===== src/rtl/riscv_v_bypass_pipe_if.sv =====
// rtl/riscv_v_bypass_pipe_if.sv - EXE write, late data, operand read and RF write signals of riscv_v_bypass_pipe
interface riscv_v_bypass_pipe_if #(
  parameter int DATA_WIDTH = 128,
  parameter int NUM_SRCS   = 3,
  parameter int ADDR_WIDTH = 5
);
  localparam int NB = DATA_WIDTH / 8;

  logic                           adv_i;
  logic                           wr_valid_exe_i;
  logic [ADDR_WIDTH-1:0]          wr_addr_exe_i;
  logic [NB-1:0]                  wr_be_exe_i;
  logic [DATA_WIDTH-1:0]          wr_data_exe_i;
  logic                           wr_rdy_exe_i;
  logic                           late_valid_i;
  logic [DATA_WIDTH-1:0]          late_data_i;
  logic [NUM_SRCS-1:0]            src_valid_i;
  logic [NUM_SRCS*ADDR_WIDTH-1:0] src_addr_i;
  logic [NUM_SRCS*DATA_WIDTH-1:0] src_rf_data_i;
  logic [NUM_SRCS*DATA_WIDTH-1:0] src_byp_o;
  logic                           hazard_o;
  logic [NB-1:0]                  rf_wr_en_o;
  logic [ADDR_WIDTH-1:0]          rf_wr_addr_o;
  logic [DATA_WIDTH-1:0]          rf_wr_data_o;
  logic                           err_o;

  modport master (
    output adv_i, wr_valid_exe_i, wr_addr_exe_i, wr_be_exe_i, wr_data_exe_i, wr_rdy_exe_i,
           late_valid_i, late_data_i, src_valid_i, src_addr_i, src_rf_data_i,
    input  src_byp_o, hazard_o, rf_wr_en_o, rf_wr_addr_o, rf_wr_data_o, err_o
  );

  modport slave (
    input  adv_i, wr_valid_exe_i, wr_addr_exe_i, wr_be_exe_i, wr_data_exe_i, wr_rdy_exe_i,
           late_valid_i, late_data_i, src_valid_i, src_addr_i, src_rf_data_i,
    output src_byp_o, hazard_o, rf_wr_en_o, rf_wr_addr_o, rf_wr_data_o, err_o
  );
endinterface


===== src/rtl/riscv_v_bypass_pipe.sv =====
// rtl/riscv_v_bypass_pipe.sv - vector writeback pipe with youngest-first per-byte forwarding
// RISCV_V_BYPASS_PERF_EN adds saturating forward/hazard cycle counters.
module riscv_v_bypass_pipe #(
  parameter int DATA_WIDTH = 128,
  parameter int NUM_SRCS   = 3,
  parameter int NUM_STAGES = 3,
  parameter int LATE_STAGE = 2,
  parameter int ADDR_WIDTH = 5
) (
  input  logic                  clk,
  input  logic                  rst_n,
  riscv_v_bypass_pipe_if.slave  bus
`ifdef RISCV_V_BYPASS_PERF_EN
  ,
  output logic [31:0]           perf_fwd_cnt_o,
  output logic [31:0]           perf_haz_cnt_o
`endif
);
  localparam int NB = DATA_WIDTH / 8;

  logic [NUM_STAGES:1]   vld_q, vld_d, rdy_q, rdy_d, eff_rdy;
  logic [ADDR_WIDTH-1:0] addr_q [1:NUM_STAGES];
  logic [ADDR_WIDTH-1:0] addr_d [1:NUM_STAGES];
  logic [NB-1:0]         be_q   [1:NUM_STAGES];
  logic [NB-1:0]         be_d   [1:NUM_STAGES];
  logic [DATA_WIDTH-1:0] data_q [1:NUM_STAGES];
  logic [DATA_WIDTH-1:0] data_d [1:NUM_STAGES];
  logic [DATA_WIDTH-1:0] eff_data [1:NUM_STAGES];
  logic                  late_fill, err_q, err_d, hazard, any_fwd;
  logic [NUM_SRCS*DATA_WIDTH-1:0] byp;

  assign late_fill = vld_q[LATE_STAGE] & ~rdy_q[LATE_STAGE] & bus.late_valid_i;

  // Effective view: the late-stage record looks ready as soon as its data shows up.
  always_comb begin
    for (int k = 1; k <= NUM_STAGES; k++) begin
      eff_rdy[k]  = rdy_q[k];
      eff_data[k] = data_q[k];
    end
    if (late_fill) begin
      eff_rdy[LATE_STAGE]  = 1'b1;
      eff_data[LATE_STAGE] = bus.late_data_i;
    end
  end

  always_comb begin
    for (int k = 1; k <= NUM_STAGES; k++) begin
      vld_d[k]  = vld_q[k];
      addr_d[k] = addr_q[k];
      be_d[k]   = be_q[k];
      data_d[k] = eff_data[k];
      rdy_d[k]  = eff_rdy[k];
    end
    if (bus.adv_i) begin
      vld_d[1]  = bus.wr_valid_exe_i;
      addr_d[1] = bus.wr_addr_exe_i;
      be_d[1]   = bus.wr_be_exe_i;
      data_d[1] = bus.wr_data_exe_i;
      rdy_d[1]  = bus.wr_rdy_exe_i;
      for (int k = 2; k <= NUM_STAGES; k++) begin
        vld_d[k]  = vld_q[k-1];
        addr_d[k] = addr_q[k-1];
        be_d[k]   = be_q[k-1];
        data_d[k] = eff_data[k-1];
        rdy_d[k]  = eff_rdy[k-1];
      end
    end
    err_d = err_q
          | (bus.adv_i & vld_q[LATE_STAGE] & ~eff_rdy[LATE_STAGE])
          | (bus.late_valid_i & ~(vld_q[LATE_STAGE] & ~rdy_q[LATE_STAGE]));
  end

  always_ff @(posedge clk or negedge rst_n) begin
    if (!rst_n) begin
      vld_q <= '0;
      rdy_q <= '0;
      err_q <= 1'b0;
      for (int k = 1; k <= NUM_STAGES; k++) begin
        addr_q[k] <= '0;
        be_q[k]   <= '0;
        data_q[k] <= '0;
      end
    end else begin
      vld_q <= vld_d;
      rdy_q <= rdy_d;
      err_q <= err_d;
      for (int k = 1; k <= NUM_STAGES; k++) begin
        addr_q[k] <= addr_d[k];
        be_q[k]   <= be_d[k];
        data_q[k] <= data_d[k];
      end
    end
  end

  // Oldest-to-youngest scan so the youngest matching stage overwrites each byte last.
  always_comb begin
    logic       hit;
    logic       sel_rdy;
    logic [7:0] sel_byte;
    byp      = '0;
    hazard   = 1'b0;
    any_fwd  = 1'b0;
    hit      = 1'b0;
    sel_rdy  = 1'b1;
    sel_byte = '0;
    for (int s = 0; s < NUM_SRCS; s++) begin
      for (int b = 0; b < NB; b++) begin
        hit      = 1'b0;
        sel_rdy  = 1'b1;
        sel_byte = bus.src_rf_data_i[(s*NB+b)*8 +: 8];
        for (int k = NUM_STAGES; k >= 1; k--) begin
          if (vld_q[k] && addr_q[k] == bus.src_addr_i[s*ADDR_WIDTH +: ADDR_WIDTH] && be_q[k][b]) begin
            hit      = 1'b1;
            sel_rdy  = eff_rdy[k];
            sel_byte = eff_data[k][b*8 +: 8];
          end
        end
        byp[(s*NB+b)*8 +: 8] = sel_byte;
        if (bus.src_valid_i[s] && hit) begin
          any_fwd = 1'b1;
          if (!sel_rdy) hazard = 1'b1;
        end
      end
    end
  end

  assign bus.src_byp_o    = byp;
  assign bus.hazard_o     = hazard;
  assign bus.err_o        = err_q;
  assign bus.rf_wr_en_o   = be_q[NUM_STAGES] & {NB{vld_q[NUM_STAGES] & bus.adv_i}};
  assign bus.rf_wr_addr_o = addr_q[NUM_STAGES];
  assign bus.rf_wr_data_o = data_q[NUM_STAGES];

`ifdef RISCV_V_BYPASS_PERF_EN
  logic [31:0] fwd_cnt_q, haz_cnt_q;

  always_ff @(posedge clk or negedge rst_n) begin
    if (!rst_n) begin
      fwd_cnt_q <= '0;
      haz_cnt_q <= '0;
    end else begin
      if (any_fwd && fwd_cnt_q != 32'hFFFF_FFFF) fwd_cnt_q <= fwd_cnt_q + 32'd1;
      if (hazard && haz_cnt_q != 32'hFFFF_FFFF) haz_cnt_q <= haz_cnt_q + 32'd1;
    end
  end

  assign perf_fwd_cnt_o = fwd_cnt_q;
  assign perf_haz_cnt_o = haz_cnt_q;
`endif
endmodule


===== src/flat_wrapper.sv =====
// flat-port wrapper written by rule: the top's interface ports become plain ports
module riscv_v_bypass_pipe_flat 
#(
  parameter int DATA_WIDTH = 128,
  parameter int NUM_SRCS   = 3,
  parameter int NUM_STAGES = 3,
  parameter int LATE_STAGE = 2,
  parameter int ADDR_WIDTH = 5
)
  (clk, rst_n, bus_adv_i, bus_wr_valid_exe_i, bus_wr_addr_exe_i, bus_wr_be_exe_i, bus_wr_data_exe_i, bus_wr_rdy_exe_i, bus_late_valid_i, bus_late_data_i, bus_src_valid_i, bus_src_addr_i, bus_src_rf_data_i, bus_src_byp_o, bus_hazard_o, bus_rf_wr_en_o, bus_rf_wr_addr_o, bus_rf_wr_data_o, bus_err_o);
  riscv_v_bypass_pipe_if #(.DATA_WIDTH(DATA_WIDTH), .NUM_SRCS(NUM_SRCS), .ADDR_WIDTH(ADDR_WIDTH)) bus_i ();
  input  logic clk;
  input  logic rst_n;
  input wire logic [$bits(bus_i.adv_i)-1:0] bus_adv_i;
  input wire logic [$bits(bus_i.wr_valid_exe_i)-1:0] bus_wr_valid_exe_i;
  input wire logic [$bits(bus_i.wr_addr_exe_i)-1:0] bus_wr_addr_exe_i;
  input wire logic [$bits(bus_i.wr_be_exe_i)-1:0] bus_wr_be_exe_i;
  input wire logic [$bits(bus_i.wr_data_exe_i)-1:0] bus_wr_data_exe_i;
  input wire logic [$bits(bus_i.wr_rdy_exe_i)-1:0] bus_wr_rdy_exe_i;
  input wire logic [$bits(bus_i.late_valid_i)-1:0] bus_late_valid_i;
  input wire logic [$bits(bus_i.late_data_i)-1:0] bus_late_data_i;
  input wire logic [$bits(bus_i.src_valid_i)-1:0] bus_src_valid_i;
  input wire logic [$bits(bus_i.src_addr_i)-1:0] bus_src_addr_i;
  input wire logic [$bits(bus_i.src_rf_data_i)-1:0] bus_src_rf_data_i;
  output wire logic [$bits(bus_i.src_byp_o)-1:0] bus_src_byp_o;
  output wire logic [$bits(bus_i.hazard_o)-1:0] bus_hazard_o;
  output wire logic [$bits(bus_i.rf_wr_en_o)-1:0] bus_rf_wr_en_o;
  output wire logic [$bits(bus_i.rf_wr_addr_o)-1:0] bus_rf_wr_addr_o;
  output wire logic [$bits(bus_i.rf_wr_data_o)-1:0] bus_rf_wr_data_o;
  output wire logic [$bits(bus_i.err_o)-1:0] bus_err_o;
  assign bus_i.adv_i = bus_adv_i;
  assign bus_i.wr_valid_exe_i = bus_wr_valid_exe_i;
  assign bus_i.wr_addr_exe_i = bus_wr_addr_exe_i;
  assign bus_i.wr_be_exe_i = bus_wr_be_exe_i;
  assign bus_i.wr_data_exe_i = bus_wr_data_exe_i;
  assign bus_i.wr_rdy_exe_i = bus_wr_rdy_exe_i;
  assign bus_i.late_valid_i = bus_late_valid_i;
  assign bus_i.late_data_i = bus_late_data_i;
  assign bus_i.src_valid_i = bus_src_valid_i;
  assign bus_i.src_addr_i = bus_src_addr_i;
  assign bus_i.src_rf_data_i = bus_src_rf_data_i;
  assign bus_src_byp_o = bus_i.src_byp_o;
  assign bus_hazard_o = bus_i.hazard_o;
  assign bus_rf_wr_en_o = bus_i.rf_wr_en_o;
  assign bus_rf_wr_addr_o = bus_i.rf_wr_addr_o;
  assign bus_rf_wr_data_o = bus_i.rf_wr_data_o;
  assign bus_err_o = bus_i.err_o;
  riscv_v_bypass_pipe #(.DATA_WIDTH(DATA_WIDTH), .NUM_SRCS(NUM_SRCS), .NUM_STAGES(NUM_STAGES), .LATE_STAGE(LATE_STAGE), .ADDR_WIDTH(ADDR_WIDTH)) u_core (.clk(clk), .rst_n(rst_n), .bus(bus_i));
endmodule

===== config.mk =====
export PLATFORM = sky130hd
export DESIGN_NAME = riscv_v_bypass_pipe_flat
export DESIGN_NICKNAME = d
export VERILOG_FILES = /design/src/rtl/riscv_v_bypass_pipe_if.sv /design/src/rtl/riscv_v_bypass_pipe.sv /design/src/flat_wrapper.sv
export SDC_FILE = /design/constraint.sdc
export NUM_CORES = 2
export LEC_CHECK = 0
export CAP_MARGIN = 40
export CELL_PAD_IN_SITES_DETAIL_PLACEMENT = 2
export CELL_PAD_IN_SITES_GLOBAL_PLACEMENT = 2
export CORE_AREA = 5 5 475 477
export CTS_BUF_LIST = sky130_fd_sc_hd__clkbuf_4 sky130_fd_sc_hd__clkbuf_8
export CTS_CLUSTER_DIAMETER = 80
export DETAILED_ROUTE_END_ITERATION = 8
export DIE_AREA = 0 0 480 482
export HOLD_SLACK_MARGIN = 0.02
export PLACE_DENSITY = 0.49
export SYNTH_ARGS = -nofsm -noshare
export SYNTH_HDL_FRONTEND = slang
export SYNTH_SLANG_ARGS = --single-unit
export TNS_END_PERCENT = 5

===== constraint.sdc =====
create_clock -name clk -period 4.2 [get_ports clk]
set_clock_uncertainty 0.15 [all_clocks]
set_input_delay 0.84 -clock clk [delete_from_list [all_inputs] [get_ports clk]]
set_output_delay 0.84 -clock clk [all_outputs]
set_load 0.02 [all_outputs]

==> results.md <==
* Maximum resistive drop on vdd at ~0.22 mV
* Number of top-level pins at 1220
* Congestion Overflow GR at 0
* Share of the synthesized area in the top cell type at 33.29%
* Die Y at between 400 and 500 um
* Proportion of power drawn by the clock network at ~32%
* Cell types occupying the most area after synthesis: sky130_fd_sc_hd__dfrtp_1 (33%), sky130_fd_sc_hd__mux2_2 (28%), sky130_fd_sc_hd__mux2i_1 (9.5%)
* First-pass iteration count of the detailed router at 5
* Number of rows in the core area at ~170
* CP max stage delay at about 0.41 ns
* H-Tree Level Count at 3
* Count of maximum capacitance violations at 0
* Final weighted congestion in routability-driven placement at between 0.8 and 0.9
* Number of clock buffers inserted by TritonCTS at 110
* Most frequent cells after synthesis: sky130_fd_sc_hd__mux2_2 (835), sky130_fd_sc_hd__dfrtp_1 (454), sky130_fd_sc_hd__nand2_1 (346)
* Core Region at ~220000 um^2
* Clk Latency, worst-skew pair at about 0.83 ns
* Routed length per instance at approximately 31 um
* Average footprint of a synthesized cell at ~9.5 um^2
* Largest family of logic cells by synthesized area: multiplexers
* Worst hold path type: flop to flop
* Asr flop ratio synth at 100.0%
* Max Clock Freq at between 150 and 200 MHz
* Total of buffers placed on input and output ports at 1219
* Pin count of the biggest net entering global routing at around 140
* Data arrival at the endpoint of the critical path at 4.23 ns
* Post-Place Cells at 8000
* Net switching power figure at 0.007336 W
* Worst path cell trace: dlygate4sd2_1 > buf_4 > xor2_2 > nor3_4 > buf_12 > buf_8 > nand4_4 > a222oi_1 > a211o_1 > nand4_1 > o41ai_2 > buf_4 > nand4_1 > buf_4
* CTS tree: built
* Type of the worst setup path: input port to output pin
* Part of the power in combinational logic at 36.1%
* Actual transition at the worst max-transition pin at around 0.90 ns
* Syn nets at 4295
* Final max-slew violation count at 0
* Detailed Place HPWL at around 210000 um
* Area grow syn2layout at 70.11%
* Number of standard cells after synthesis at 3610
* DIE WIDTH at roughly 480 um
* Slowest-stage cell, CP: sky130_fd_sc_hd__a222oi_1
* Top flip-flop cell by instance count after synthesis: sky130_fd_sc_hd__dfrtp_1
* Total Die Area at 231400 um^2
* Fraction of final layout cells with drive strength greater than 1 at a little over two fifths
* Final cell count without fillers at approximately 8300
* Global Route Usage Sum at a little over a fifth
* Synthesized-area fraction occupied by and/or/nand/nor cells at approximately an eighth
* Setup crit end kind: output pin
* Worst slew slack as a fraction of its limit at about two fifths
* Total number of yosys warnings at 0
* Initial core utilization at between 10% and 20%
* Internal cell power at between 0.01 and 0.015 W
* Average via count per standard cell at about 4.3
* Required time at the worst-slack endpoint at 3.21 ns
* Status: finished with violations
* Post-synthesis mux area share at a little under two fifths
* DRC viols at 0
* Vias in the first global route at around 40000
* Library cell used as clock root buffer: sky130_fd_sc_hd__clkbuf_8
* Max Buffers Root-to-Sink at 3
* Initial antenna violation count at 95
* Element type at the critical path start: input port
* Final worst hold slack at approximately 0.38 ns
* Distinct cells, synth at 67
* Iter 0 DRT Violations at about 1300
* Final setup vio count at 308
* Final worst-path cycle share at 124.4%
* Remaining number of nets flagged by the antenna check after routing at 0
* Worst-path maximum fanout at 5
* Violations in the final reports: setup timing
* First-pass GRT wire length at roughly 350000 um
* Largest delay contributor family on the critical path: buffers and inverters
* Final period demand of the worst path at around 5.2 ns
* Net count, final at a little under 6000
* Cell area after synthesis at 34130 um^2
* Aggregate routed wire length at ~260000 um
* Sequential-to-total area share from yosys stat at 33.29%
* Final number of hold-violating endpoints at 0
* Most area-hungry cell type in the Yosys netlist: sky130_fd_sc_hd__dfrtp_1
* Setup repair after global routing missed its margin: yes
* Synthesized-area fraction occupied by adder cells at 0%
* Critical Path Most Common Cell: sky130_fd_sc_hd__buf_4
* Most instantiated library cell after synthesis: sky130_fd_sc_hd__mux2_2
* Xor-xnor portion of the synthesized cell area at roughly 1.2%
* Dpl ws at -1.469 ns
* Clock-pin slew of the registers on the worst-case setup and hold paths at approximately 0.060 ns
* Switching part of the total at about 37%
* FF+latch count, synth at 454
* Total buffers and inverters traversed by the critical path at 6
* P_leak at ~26 nW
* Power Density at 338.0 nW/um^2
* CTS sink cnt at between 400 and 500
* Compound-gate portion of the synthesized area at roughly a tenth
* Sequential Power Share at approximately a third
* Worst Setup Slack, final at -1.024 ns
* Via Count at between 30000 and 40000
* Number of enable flip-flop cells after synthesis at 0
* Sum of negative setup slack at -47.90 ns
[area by class of cell]
class | instances | area (um^2)
Sequential cell | 454 | 11380
Clock buffer | 162 | 2092
Timing Repair Buffer | 1837 | 18240
Multi-Input combinational cell | 2777 | 22030
Inverter | 18 | 67.56
Tap cell | 2975 | 3722
Antenna cell | 26 | 65.06
Fill cell | 24630 | 163000
Clock inverter | 40 | 451.7
[logic make-up (layout without fill, tap and decap cells)]
logic type | after synthesis | count (layout)
AOI/OAI and AO/OA | 643 | 643
DFF | 454 | 454
and+or+nand+nor | 929 | 929
muxes | 1160 | 1160
xor gates and xnor gates | 45 | 45
buffers and inverters | 379 | 2057
other | 0 | 26
[power groups by stage]
stage	combinational [W]	sequential (W)	clock (W)
floorplan	0.00346	0.00561	0
global placement	0.00684	0.00624	0
detailed placement	0.00689	0.00625	0
CTS	0.00705	0.00619	0.00670
global route	0.00749	0.00630	0.00685
finish	0.00708	0.00620	0.00634
[placed cells by master (no fill, tap or decap), drive strengths merged, types with 21 or more instances in the layout]
cell / Yosys / routed
clkinv: 0 / 25
clkdlybuf4s15: 0 / 53
a21o: 25 / 25
or3: 24 / 24
a211oi: 28 / 28
diode: 0 / 26
dfrtp: 454 / 454
xor2: 21 / 21
xnor2: 24 / 24
dlymetal6s2s: 0 / 30
nor3: 35 / 35
mux2: 836 / 836
mux2i: 324 / 324
nand4: 34 / 34
buf: 181 / 896
nand2: 346 / 346
o21ai: 249 / 249
and3: 40 / 40
nor2: 296 / 296
clkbuf: 180 / 182
a21oi: 288 / 288
nand3: 118 / 118
clkdlybuf4s50: 0 / 822
[registers in the layout (all words and copies together), names as in the netlist]
register	flops
u_core.addr_q	10
u_core.be_q	48
u_core.bus.err_o	1
u_core.bus.rf_wr_addr_o	5
u_core.bus.rf_wr_data_o	128
u_core.data_q	256
u_core.rdy_q	3
u_core.vld_q	3
[worst paths after layout]
check / start / endpoint / slack [ns] / depth (start not counted)
min reg2reg: u_core.bus.err_o / u_core.bus.err_o / 0.38 / 2
min in group asynchronous: rst_n / u_core.data_q[213] / 0.50 / 2
max: bus_src_addr_i[10] / bus_hazard_o / -1.02 / 14
min: u_core.bus.err_o / u_core.bus.err_o / 0.38 / 2
max in group asynchronous: rst_n / u_core.bus.rf_wr_data_o[29] / 2.40 / 4
max reg2reg: u_core.vld_q[2] / u_core.data_q[250] / 1.79 / 7
[timing repair]
action | 4_1_cts | 5_1_grt
hold endpoints to repair | 42 | 0
buffers inserted | 38 | 27
hold buffers | 1 | 0
pin swaps | 36 | 70
gates resized for setup | 643 | 667
endpoints found under the setup margin | 385 | 385
gates cloned | 1 | 0
[worst reg2reg max path, cell delays in order, from the launching register on]
cell                       delay [ns]
sky130_fd_sc_hd__dfrtp_4         0.55
sky130_fd_sc_hd__nand3b_1        0.12
sky130_fd_sc_hd__buf_4           0.15
sky130_fd_sc_hd__buf_12          0.25
sky130_fd_sc_hd__buf_4           0.28
sky130_fd_sc_hd__mux2_2          0.42
sky130_fd_sc_hd__buf_4           0.16
sky130_fd_sc_hd__mux2_2          0.26
[metrics by stage]
stage	total power, W	cell area, um^2	utilization (%)
6_report	0.01962	58050	26.27
3_5_place_dp	0.01314	53710	24.30
3_3_place_gp	0.01308	53710	24.30
2_1_floorplan	0.009068	34130	-
5_1_grt	0.02064	58030	26.26
4_1_cts	0.01994	57130	25.85
[layer usage]
| layer | up-vias | global-route usage (%) | routed length (um) |
|---|---|---|---|
| met5 | - | 0 | 437 |
| met4 | 68 | 6.120 | 7921 |
| met3 | 361 | 5.710 | 16200 |
| met2 | 1127 | 38.55 | 129800 |
| met1 | 18280 | 25.06 | 104800 |
| li1 | 16150 | - | - |
Power figures use the tool's default switching activity.
